--- config.mk ---
export PLATFORM = sky130hd
export DESIGN_NAME = seg7_scan_driver_flat
export DESIGN_NICKNAME = d
export VERILOG_FILES = /design/src/rtl/seg7_scan_driver_if.sv /design/src/rtl/seg7_scan_driver.sv /design/src/flat_wrapper.sv
export SDC_FILE = /design/constraint.sdc
export NUM_CORES = 1
export LEC_CHECK = 0
export CAP_MARGIN = 5
export CELL_PAD_IN_SITES_DETAIL_PLACEMENT = 1
export CELL_PAD_IN_SITES_GLOBAL_PLACEMENT = 2
export CORE_MARGIN = 2
export CORE_UTILIZATION = 40
export DETAILED_ROUTE_END_ITERATION = 16
export PLACE_DENSITY = 0.93
export SKIP_LAST_GASP = 1
export SLEW_MARGIN = 20
export SYNTH_ARGS = -nofsm -noshare
export SYNTH_HDL_FRONTEND = slang
export SYNTH_SLANG_ARGS = --single-unit
--- constraint.sdc ---
create_clock -name clk -period 7.1 [get_ports clk]
set_clock_uncertainty 0.05 [all_clocks]
set_input_delay 2.13 -clock clk [delete_from_list [all_inputs] [get_ports clk]]
set_output_delay 2.13 -clock clk [all_outputs]
set_load 0.01 [all_outputs]
--- src/rtl/seg7_scan_driver_if.sv ---
// Bus bundle for the multiplexed 7-segment scan driver: control, write port,
// per-digit masks and the pin-level display outputs.
interface seg7_scan_driver_if #(
  parameter int NUM_DIGITS = 4
);
  logic                  ena;
  logic                  wr_en;
  logic [2:0]            wr_addr;
  logic [4:0]            wr_data;
  logic [NUM_DIGITS-1:0] blank_mask;
  logic [NUM_DIGITS-1:0] blink_mask;
  logic [6:0]            seg;
  logic                  dp;
  logic [NUM_DIGITS-1:0] digit_sel;

  // Controller side: drives control/write/masks, observes the display pins.
  modport master (
    output ena, wr_en, wr_addr, wr_data, blank_mask, blink_mask,
    input  seg, dp, digit_sel
  );

  // Driver side: consumes control/write/masks, drives the display pins.
  modport slave (
    input  ena, wr_en, wr_addr, wr_data, blank_mask, blink_mask,
    output seg, dp, digit_sel
  );
endinterface

--- src/rtl/seg7_scan_driver.sv ---
// Multiplexed 7-segment display driver: digit store, refresh prescaler,
// scan index, blink timer and registered, optionally inverted, outputs.
module seg7_scan_driver #(
  parameter int NUM_DIGITS  = 4,
  parameter int REFRESH_DIV = 1000,
  parameter int BLINK_DIV   = 64,
  parameter int ACTIVE_LOW  = 0
) (
  input  logic               clk,
  input  logic               rst_n,
  seg7_scan_driver_if.slave  bus
);

  localparam logic [15:0] PRE_LAST = 16'(REFRESH_DIV - 1);
  localparam logic [2:0]  IDX_LAST = 3'(NUM_DIGITS - 1);
  localparam logic [7:0]  BLK_LAST = 8'(BLINK_DIV - 1);
  localparam logic        INV      = (ACTIVE_LOW != 0);

  logic [4:0]            r_store [NUM_DIGITS];
  logic [15:0]           r_presc;
  logic [2:0]            r_idx;
  logic [7:0]            r_blk_cnt;
  logic                  r_blink_phase;
  logic [6:0]            r_seg;
  logic                  r_dp;
  logic [NUM_DIGITS-1:0] r_sel;

  logic                  w_presc_tc;
  logic                  w_scan_wrap;
  logic [NUM_DIGITS-1:0] w_onehot;
  logic [4:0]            w_cur;
  logic [6:0]            w_seg_dec;
  logic                  w_off;

  assign w_presc_tc  = (r_presc == PRE_LAST);
  assign w_scan_wrap = w_presc_tc && (r_idx == IDX_LAST);

  // One-hot view of the scan index; compared per digit so out-of-range
  // index bits can never select anything.
  for (genvar gi = 0; gi < NUM_DIGITS; gi++) begin : g_onehot
    assign w_onehot[gi] = (r_idx == 3'(gi));
  end

  // Digit store: an address past the last digit matches no entry and is dropped.
  always_ff @(posedge clk or negedge rst_n) begin
    if (!rst_n) begin
      for (int i = 0; i < NUM_DIGITS; i++) r_store[i] <= '0;
    end else if (bus.ena && bus.wr_en) begin
      for (int i = 0; i < NUM_DIGITS; i++) begin
        if (bus.wr_addr == 3'(i)) r_store[i] <= bus.wr_data;
      end
    end
  end

  // Prescaler, scan index and blink timer; all frozen while disabled.
  always_ff @(posedge clk or negedge rst_n) begin
    if (!rst_n) begin
      r_presc       <= '0;
      r_idx         <= '0;
      r_blk_cnt     <= '0;
      r_blink_phase <= 1'b0;
    end else if (bus.ena) begin
      if (w_presc_tc) begin
        r_presc <= '0;
        r_idx   <= (r_idx == IDX_LAST) ? 3'd0 : r_idx + 3'd1;
        if (w_scan_wrap) begin
          if (r_blk_cnt == BLK_LAST) begin
            r_blk_cnt     <= '0;
            r_blink_phase <= ~r_blink_phase;
          end else begin
            r_blk_cnt <= r_blk_cnt + 8'd1;
          end
        end
      end else begin
        r_presc <= r_presc + 16'd1;
      end
    end
  end

  // Read mux: pick the store entry of the currently selected digit.
  always_comb begin
    w_cur = '0;
    for (int i = 0; i < NUM_DIGITS; i++) begin
      if (w_onehot[i]) w_cur = r_store[i];
    end
  end

  // Hex to segment decode, bit 0 = a ... bit 6 = g, logical active-high.
  always_comb begin
    w_seg_dec = 7'h00;
    case (w_cur[3:0])
      4'h0: w_seg_dec = 7'h3F;
      4'h1: w_seg_dec = 7'h06;
      4'h2: w_seg_dec = 7'h5B;
      4'h3: w_seg_dec = 7'h4F;
      4'h4: w_seg_dec = 7'h66;
      4'h5: w_seg_dec = 7'h6D;
      4'h6: w_seg_dec = 7'h7D;
      4'h7: w_seg_dec = 7'h07;
      4'h8: w_seg_dec = 7'h7F;
      4'h9: w_seg_dec = 7'h6F;
      4'hA: w_seg_dec = 7'h77;
      4'hB: w_seg_dec = 7'h7C;
      4'hC: w_seg_dec = 7'h39;
      4'hD: w_seg_dec = 7'h5E;
      4'hE: w_seg_dec = 7'h79;
      4'hF: w_seg_dec = 7'h71;
    endcase
  end

  // Selected digit goes dark when blanked, or when blinking in the off phase.
  assign w_off = (|(w_onehot & bus.blank_mask)) ||
                 (r_blink_phase && (|(w_onehot & bus.blink_mask)));

  // Registered outputs; digit_sel keeps scanning while segments are dark so
  // every digit gets the same duty cycle.
  always_ff @(posedge clk or negedge rst_n) begin
    if (!rst_n) begin
      r_seg <= '0;
      r_dp  <= 1'b0;
      r_sel <= '0;
    end else if (!bus.ena) begin
      r_seg <= '0;
      r_dp  <= 1'b0;
      r_sel <= '0;
    end else begin
      r_sel <= w_onehot;
      r_seg <= w_off ? 7'h00 : w_seg_dec;
      r_dp  <= w_off ? 1'b0 : w_cur[4];
    end
  end

  // Pin polarity is applied last so "off" is all-ones on active-low boards.
  assign bus.seg       = r_seg ^ {7{INV}};
  assign bus.dp        = r_dp ^ INV;
  assign bus.digit_sel = r_sel ^ {NUM_DIGITS{INV}};

endmodule

--- src/flat_wrapper.sv ---
// flat-port wrapper written by rule: the top's interface ports become plain ports
module seg7_scan_driver_flat 
#(
  parameter int NUM_DIGITS  = 4,
  parameter int REFRESH_DIV = 1000,
  parameter int BLINK_DIV   = 64,
  parameter int ACTIVE_LOW  = 0
)
  (clk, rst_n, bus_ena, bus_wr_en, bus_wr_addr, bus_wr_data, bus_blank_mask, bus_blink_mask, bus_seg, bus_dp, bus_digit_sel);
  seg7_scan_driver_if #(.NUM_DIGITS(NUM_DIGITS)) bus_i ();
  input  logic clk;
  input  logic rst_n;
  input wire logic [$bits(bus_i.ena)-1:0] bus_ena;
  input wire logic [$bits(bus_i.wr_en)-1:0] bus_wr_en;
  input wire logic [$bits(bus_i.wr_addr)-1:0] bus_wr_addr;
  input wire logic [$bits(bus_i.wr_data)-1:0] bus_wr_data;
  input wire logic [$bits(bus_i.blank_mask)-1:0] bus_blank_mask;
  input wire logic [$bits(bus_i.blink_mask)-1:0] bus_blink_mask;
  output wire logic [$bits(bus_i.seg)-1:0] bus_seg;
  output wire logic [$bits(bus_i.dp)-1:0] bus_dp;
  output wire logic [$bits(bus_i.digit_sel)-1:0] bus_digit_sel;
  assign bus_i.ena = bus_ena;
  assign bus_i.wr_en = bus_wr_en;
  assign bus_i.wr_addr = bus_wr_addr;
  assign bus_i.wr_data = bus_wr_data;
  assign bus_i.blank_mask = bus_blank_mask;
  assign bus_i.blink_mask = bus_blink_mask;
  assign bus_seg = bus_i.seg;
  assign bus_dp = bus_i.dp;
  assign bus_digit_sel = bus_i.digit_sel;
  seg7_scan_driver #(.NUM_DIGITS(NUM_DIGITS), .REFRESH_DIV(REFRESH_DIV), .BLINK_DIV(BLINK_DIV), .ACTIVE_LOW(ACTIVE_LOW)) u_core (.clk(clk), .rst_n(rst_n), .bus(bus_i));
endmodule
# After elaboration in Yosys (flattened, before gate mapping)

Memory sizes are Yosys's and may differ from the RTL's.
Cells that the tools add are included.

Multiplexer cells: 12
Magnitude comparators: 0
Bitwise gates (word level): 3
Shift-type cells: 0
Eq/ne operators: 8
Divide/modulo/power cells: 0
Multipliers: 0
Reduce and logical (&&, ||, !) cells: 15
Add/sub/neg operators: 3

Operators with widths:

| cell                                             | count |
|---|---|
| two-way mux 5 bit                                | 4 |
| adder 16 x 1 -> 16 bit (second input constant)   | 1 |
| == test 16 x 10 -> 1 bit (second input constant) | 1 |
| two-way mux 16 bit                               | 1 |
| two-way mux 7 bit                                | 2 |
| == test 3 x 2 -> 1 bit (second input constant)   | 4 |
| AND reduction 2 bit                              | 5 |
| adder 8 x 1 -> 8 bit (second input constant)     | 1 |
| AND 4 bit                                        | 2 |
| == test 8 x 6 -> 1 bit (second input constant)   | 1 |
| two-way mux 8 bit                                | 1 |
| OR reduction 4 bit                               | 2 |
| == test 3 x 1 -> 1 bit (second input constant)   | 2 |
| zero test 3 bit                                  | 2 |
| two-way mux 4 bit                                | 1 |
| AND reduction 4 bit                              | 1 |
| adder 3 x 1 -> 3 bit (second input constant)     | 1 |
| logical AND 1 bit                                | 3 |
| two-way mux 3 bit                                | 1 |
| AND reduction 3 bit                              | 1 |
| two-way mux 1 bit                                | 2 |
| logical OR 1 bit                                 | 1 |
| inverter 1 bit                                   | 1 |

Memories: 1
Latch bits: 0
Register bits: 60
Logic and storage cells: 53
Bits in read-only memories: 112
Bits in writable memories: 0
Output and inout bits: 12
Input port bits: 20

Memories:

| memory          | words | width | rd ports | clocked after Yosys merged registers in | wr ports | RTL line               | source |
|---|---|---|---|---|---|---|---|
| (no name shown) | 16    | 7     | 1        | 0                                       | 0        | seg7_scan_driver.sv:91 | `case (w_cur[3:0])` |

# Logic depth before layout (Yosys ltp)

An unclocked memory read counts as a cell.

Depth in word-level cells: 8
Mapped depth: 12
Gate-level depth less buffers: 11

# Worst setup path after synthesis

OpenSTA, ideal clock, no wires.

Path type: input to register
Start point: in bus_ena
End point: reg u_core.r_store[15] (netlist bit)
Path buffers: 1
Data required time: 6925 ps
Arrival time: 3263 ps
Stages: 4
Setup time: 125 ps
Slack: 3662 ps
Cell sequence: buf_2 > nand3b_1 > nor3_1 > mux2_2

Cells in the longest elaborated chain, start to end: 2

RTL lines:

| item                                 | RTL line               | source |
|---|---|---|
| start: declaration                   | flat_wrapper.sv:13     | `input wire logic [$bits(bus_i.ena)-1:0] bus_ena;` |
| logical AND 1 bit                    | seg7_scan_driver.sv:48 | `end else if (bus.ena && bus.wr_en) begin` |
| AND reduction 2 bit (no source line) | --                     |  |
| end signal: indexed assignment       | seg7_scan_driver.sv:50 | `if (bus.wr_addr == 3'(i)) r_store[i] <= bus.wr_data;` |
| end: declaration                     | seg7_scan_driver.sv:19 | `logic [4:0] r_store [NUM_DIGITS];` |

No other way between the ends.
A chain may end at the register's enable or synchronous reset.

# Final worst setup path

Start point: in bus_ena
End point: reg u_core.r_store[18] (netlist bit)

The elaborated chain is that of the path after synthesis.

==> flow_summary.yaml <==
run_status:
  status: "completed"
setup_path:
  crit_path_end_kind: "flop"
  critPathKind: "primary input to flop"
  critical-path-top-delay-family: "simple AND/OR/NAND/NOR gates"
  r2r_end: "u_core.bus.seg[0]"
  critPathMaxFanout: 11
  r2r_setup_slack_ns: 4.12
  crit_required_ns: 7.29
  reg2reg_from: "u_core.r_idx[0]"
  crit_arrival_ns: 4.19
  path_buf_inv: 1
  critPathLaunchType: "primary input"
  cp_cell_sequence: "clkdlybuf4s50_1 -> nand3b_1 -> nor3_1 -> mux2_2"
  crit_start: "bus_ena"
  max_stage_delay_ns: 0.79
  r2r_cells: 11
  critPathSlowestCell: "clkdlybuf4s50_1"
sta:
  min_period_ns: 3.99
  hold_viol: 0
  period_share_pct: 56.3
  holdWs_ns: 0.434
  clock.fmax_ghz: 0.250
  maxSlewViolCount: 0
  finalSetupTns_ns: 0
  setup_viol: 0
  grt_setup_unrepaired: "false"
  max_slew_margin_pct: 48.8
  worst_pin_slew_ns: 0.768
power_and_ir_drop:
  power.density_nw_per_um2: 227
  p_leak_nw: 1.57
  ir_worst_vdd_v: 0.000141
cts:
  clockBufferDepth: 2
  cts_tree: "yes"
  cts_buffers: 9
  cts_setup_buffers: 0
  clk_pin_slew_worst_paths_ns: 0.08
  cts_resized: 0
  cts_max_level: 3
  clockRootBuffer: "clkbuf_8"
  cts_sinks: 60
  insertion_delay_ns: 0.35
  cts-hold-fix-buffers: 0
placed_design:
  hpwl_mm: 4.84
  dpl.cell_count: 396
  place_congestion: 0.824
  port-buffer-count: 31
final_layout:
  drive_gt1_share_pct: 16.9
  finalNetCount: 340
  diodes: 0
  utilization_pct: 49.2
  fin_cells: 412
  final_cell_mix: "60 x dfrtp_1, 30 x clkdlybuf4s50_1, 22 x nor2_1"
  area_growth_pct: 18.2
  final_common_cell: "dfrtp_1"
logic_synthesis:
  synth-seq-area-share_pct: 49.2
  synth.ff_latch_count: 60
  synth_nets: 308
  syn_area_per_cell_um2: 11.1
  synth_cell_types: 48
  synth_cells: 276
  yosys_warnings: 0
  netlist_area_um2: 3050
job:
  drv_cap: 0
die:
  core_um2: 7330
  die_area_um2: 8340
  initial_core_util_pct: 41.6
  rows: 31
  die_x_um: 91.3
  die_h_um: 91.3
  io_pins: 32
global_routing:
  antenna_found_initial: 0
  overflow: 0
  grt_usage_pct: 17.9
  grt_max_degree: 61
  grt_pass1_vias: 2390
  grt_pass1_wl_mm: 11.7
routing:
  drt-total-wl_mm: 6.85
  drtPass1Iterations: 4
  viasPerCell: 5.38
  drt_iter0_markers: 65
  postRouteAntennaNets: 0
  post_drt_wl_per_cell_um: 16.6
  num_vias: 2215
  route.detailed.drc: 0
worst_hold_path:
  hp-class: "flop to flop"
  holdPathEnd: "u_core.r_presc[15]"
  min_from: "u_core.r_presc[15]"
  hold_depth: 1
[final cells by class]
type	instances	area [µm²]
fill	796	3730
sequential	60	1500
multi-input combinational	197	1460
timing repair buffer	32	313
clock buffer	9	124
tap	99	124
clock inverter	7	52.6
inverter	8	30.0
[routing by layer]
| metal | global-route usage [%] | wire [µm] | vias up |
|---|---|---|---|
| met5 | 0 | 0 | - |
| met4 | 7.70 | 150 | 0 |
| met3 | 4.40 | 286 | 15 |
| met2 | 30.9 | 3470 | 47 |
| met1 | 21.2 | 2950 | 1106 |
| li1 | - | - | 1047 |
[worst register-to-register path, stage by stage, from the launching register on]
cell,delay [ns]
dfrtp_1,0.41
inv_1,0.14
ha_1,0.45
nor2b_1,0.19
nor3_1,0.05
a32oi_1,0.43
inv_1,0.23
ha_1,0.31
inv_1,0.11
a21o_1,0.11
a21oi_1,0.07
a2111oi_2,0.33
[stage by stage]
stage                     total power, mW  instance area [µm²]  setup slack (ns)
after detailed placement            0.549                 3430              2.73
after global placement              0.541                 3430              2.83
after CTS                           0.827                 3600              3.11
after floorplan                     0.500                 3050              3.66
final                               0.818                 3600              3.11
after global routing                0.862                 3600              3.01
[cell families after synthesis]
logic type               share of synthesized area, %
AO/OA/AOI/OAI                                    9.02
XOR/XNOR                                         5.46
adder cells (fa/ha/maj)                          4.92
buffers and inverters                            2.91
flip-flops                                       49.2
multiplexers                                     9.06
AND/OR/NAND/NOR                                  19.4
[state kept, by name, indices dropped and copies added (netlist names)]
signal and count:
u_core.bus.digit_sel 4, u_core.bus.dp 1, u_core.bus.seg 7, u_core.r_blink_phase 1, u_core.r_blk_cnt 8, u_core.r_idx 3, u_core.r_presc 16, u_core.r_store 20
[how the worst max path moves through the flow]
stage	end	slack (ns)	cells past startpoint
2_1_floorplan	u_core.r_store[15]	3.66	4
5_1_grt	u_core.r_store[18]	3.01	4
6_report	u_core.r_store[18]	3.11	4
3_5_place_dp	u_core.r_store[17]	2.73	4
3_3_place_gp	u_core.r_blk_cnt[6]	2.83	6
4_1_cts	u_core.r_store[17]	3.11	4
[cells in the mapped netlist, drive strengths merged]
cell	count	share of area, %
mux2i	1	0.33
xnor2	12	3.4
nand3	13	2.1
buf	7	1.4
nor2	22	2.7
nand2b	1	0.45
a21o	4	0.98
ha	12	4.9
a22o	1	0.29
nor3	9	1.8
nand3b	5	1.2
and4b	1	0.33
a32oi	1	0.29
a211oi	4	1.1
xor2	7	2.0
a2111oi	3	1.5
nor4b	1	0.29
nor2b	8	1.6
o21ai	7	1.4
nand2	20	2.5
a21boi	1	0.25
dfrtp	60	49
a21oi	6	0.98
and4	3	0.86
or2	2	0.41
nor4	2	0.41
a221oi	4	1.4
inv	8	0.98
and3	6	1.2
and2	5	1.1
a211o	1	0.29
a222oi	1	0.33
nor3b	3	0.90
nand4	7	1.4
clkbuf	4	0.49
o31ai	1	0.25
mux2	23	8.7
[where the power goes]
group          switching, mW  internal (mW)  total (mW)  leakage (nW)
sequential            0.0396          0.390       0.429         0.763
clock                  0.149          0.127       0.276        0.0779
combinational         0.0510         0.0614       0.112         0.733
total                  0.240          0.578       0.818          1.57
No activity file was read; power rests on OpenSTA's default activity.
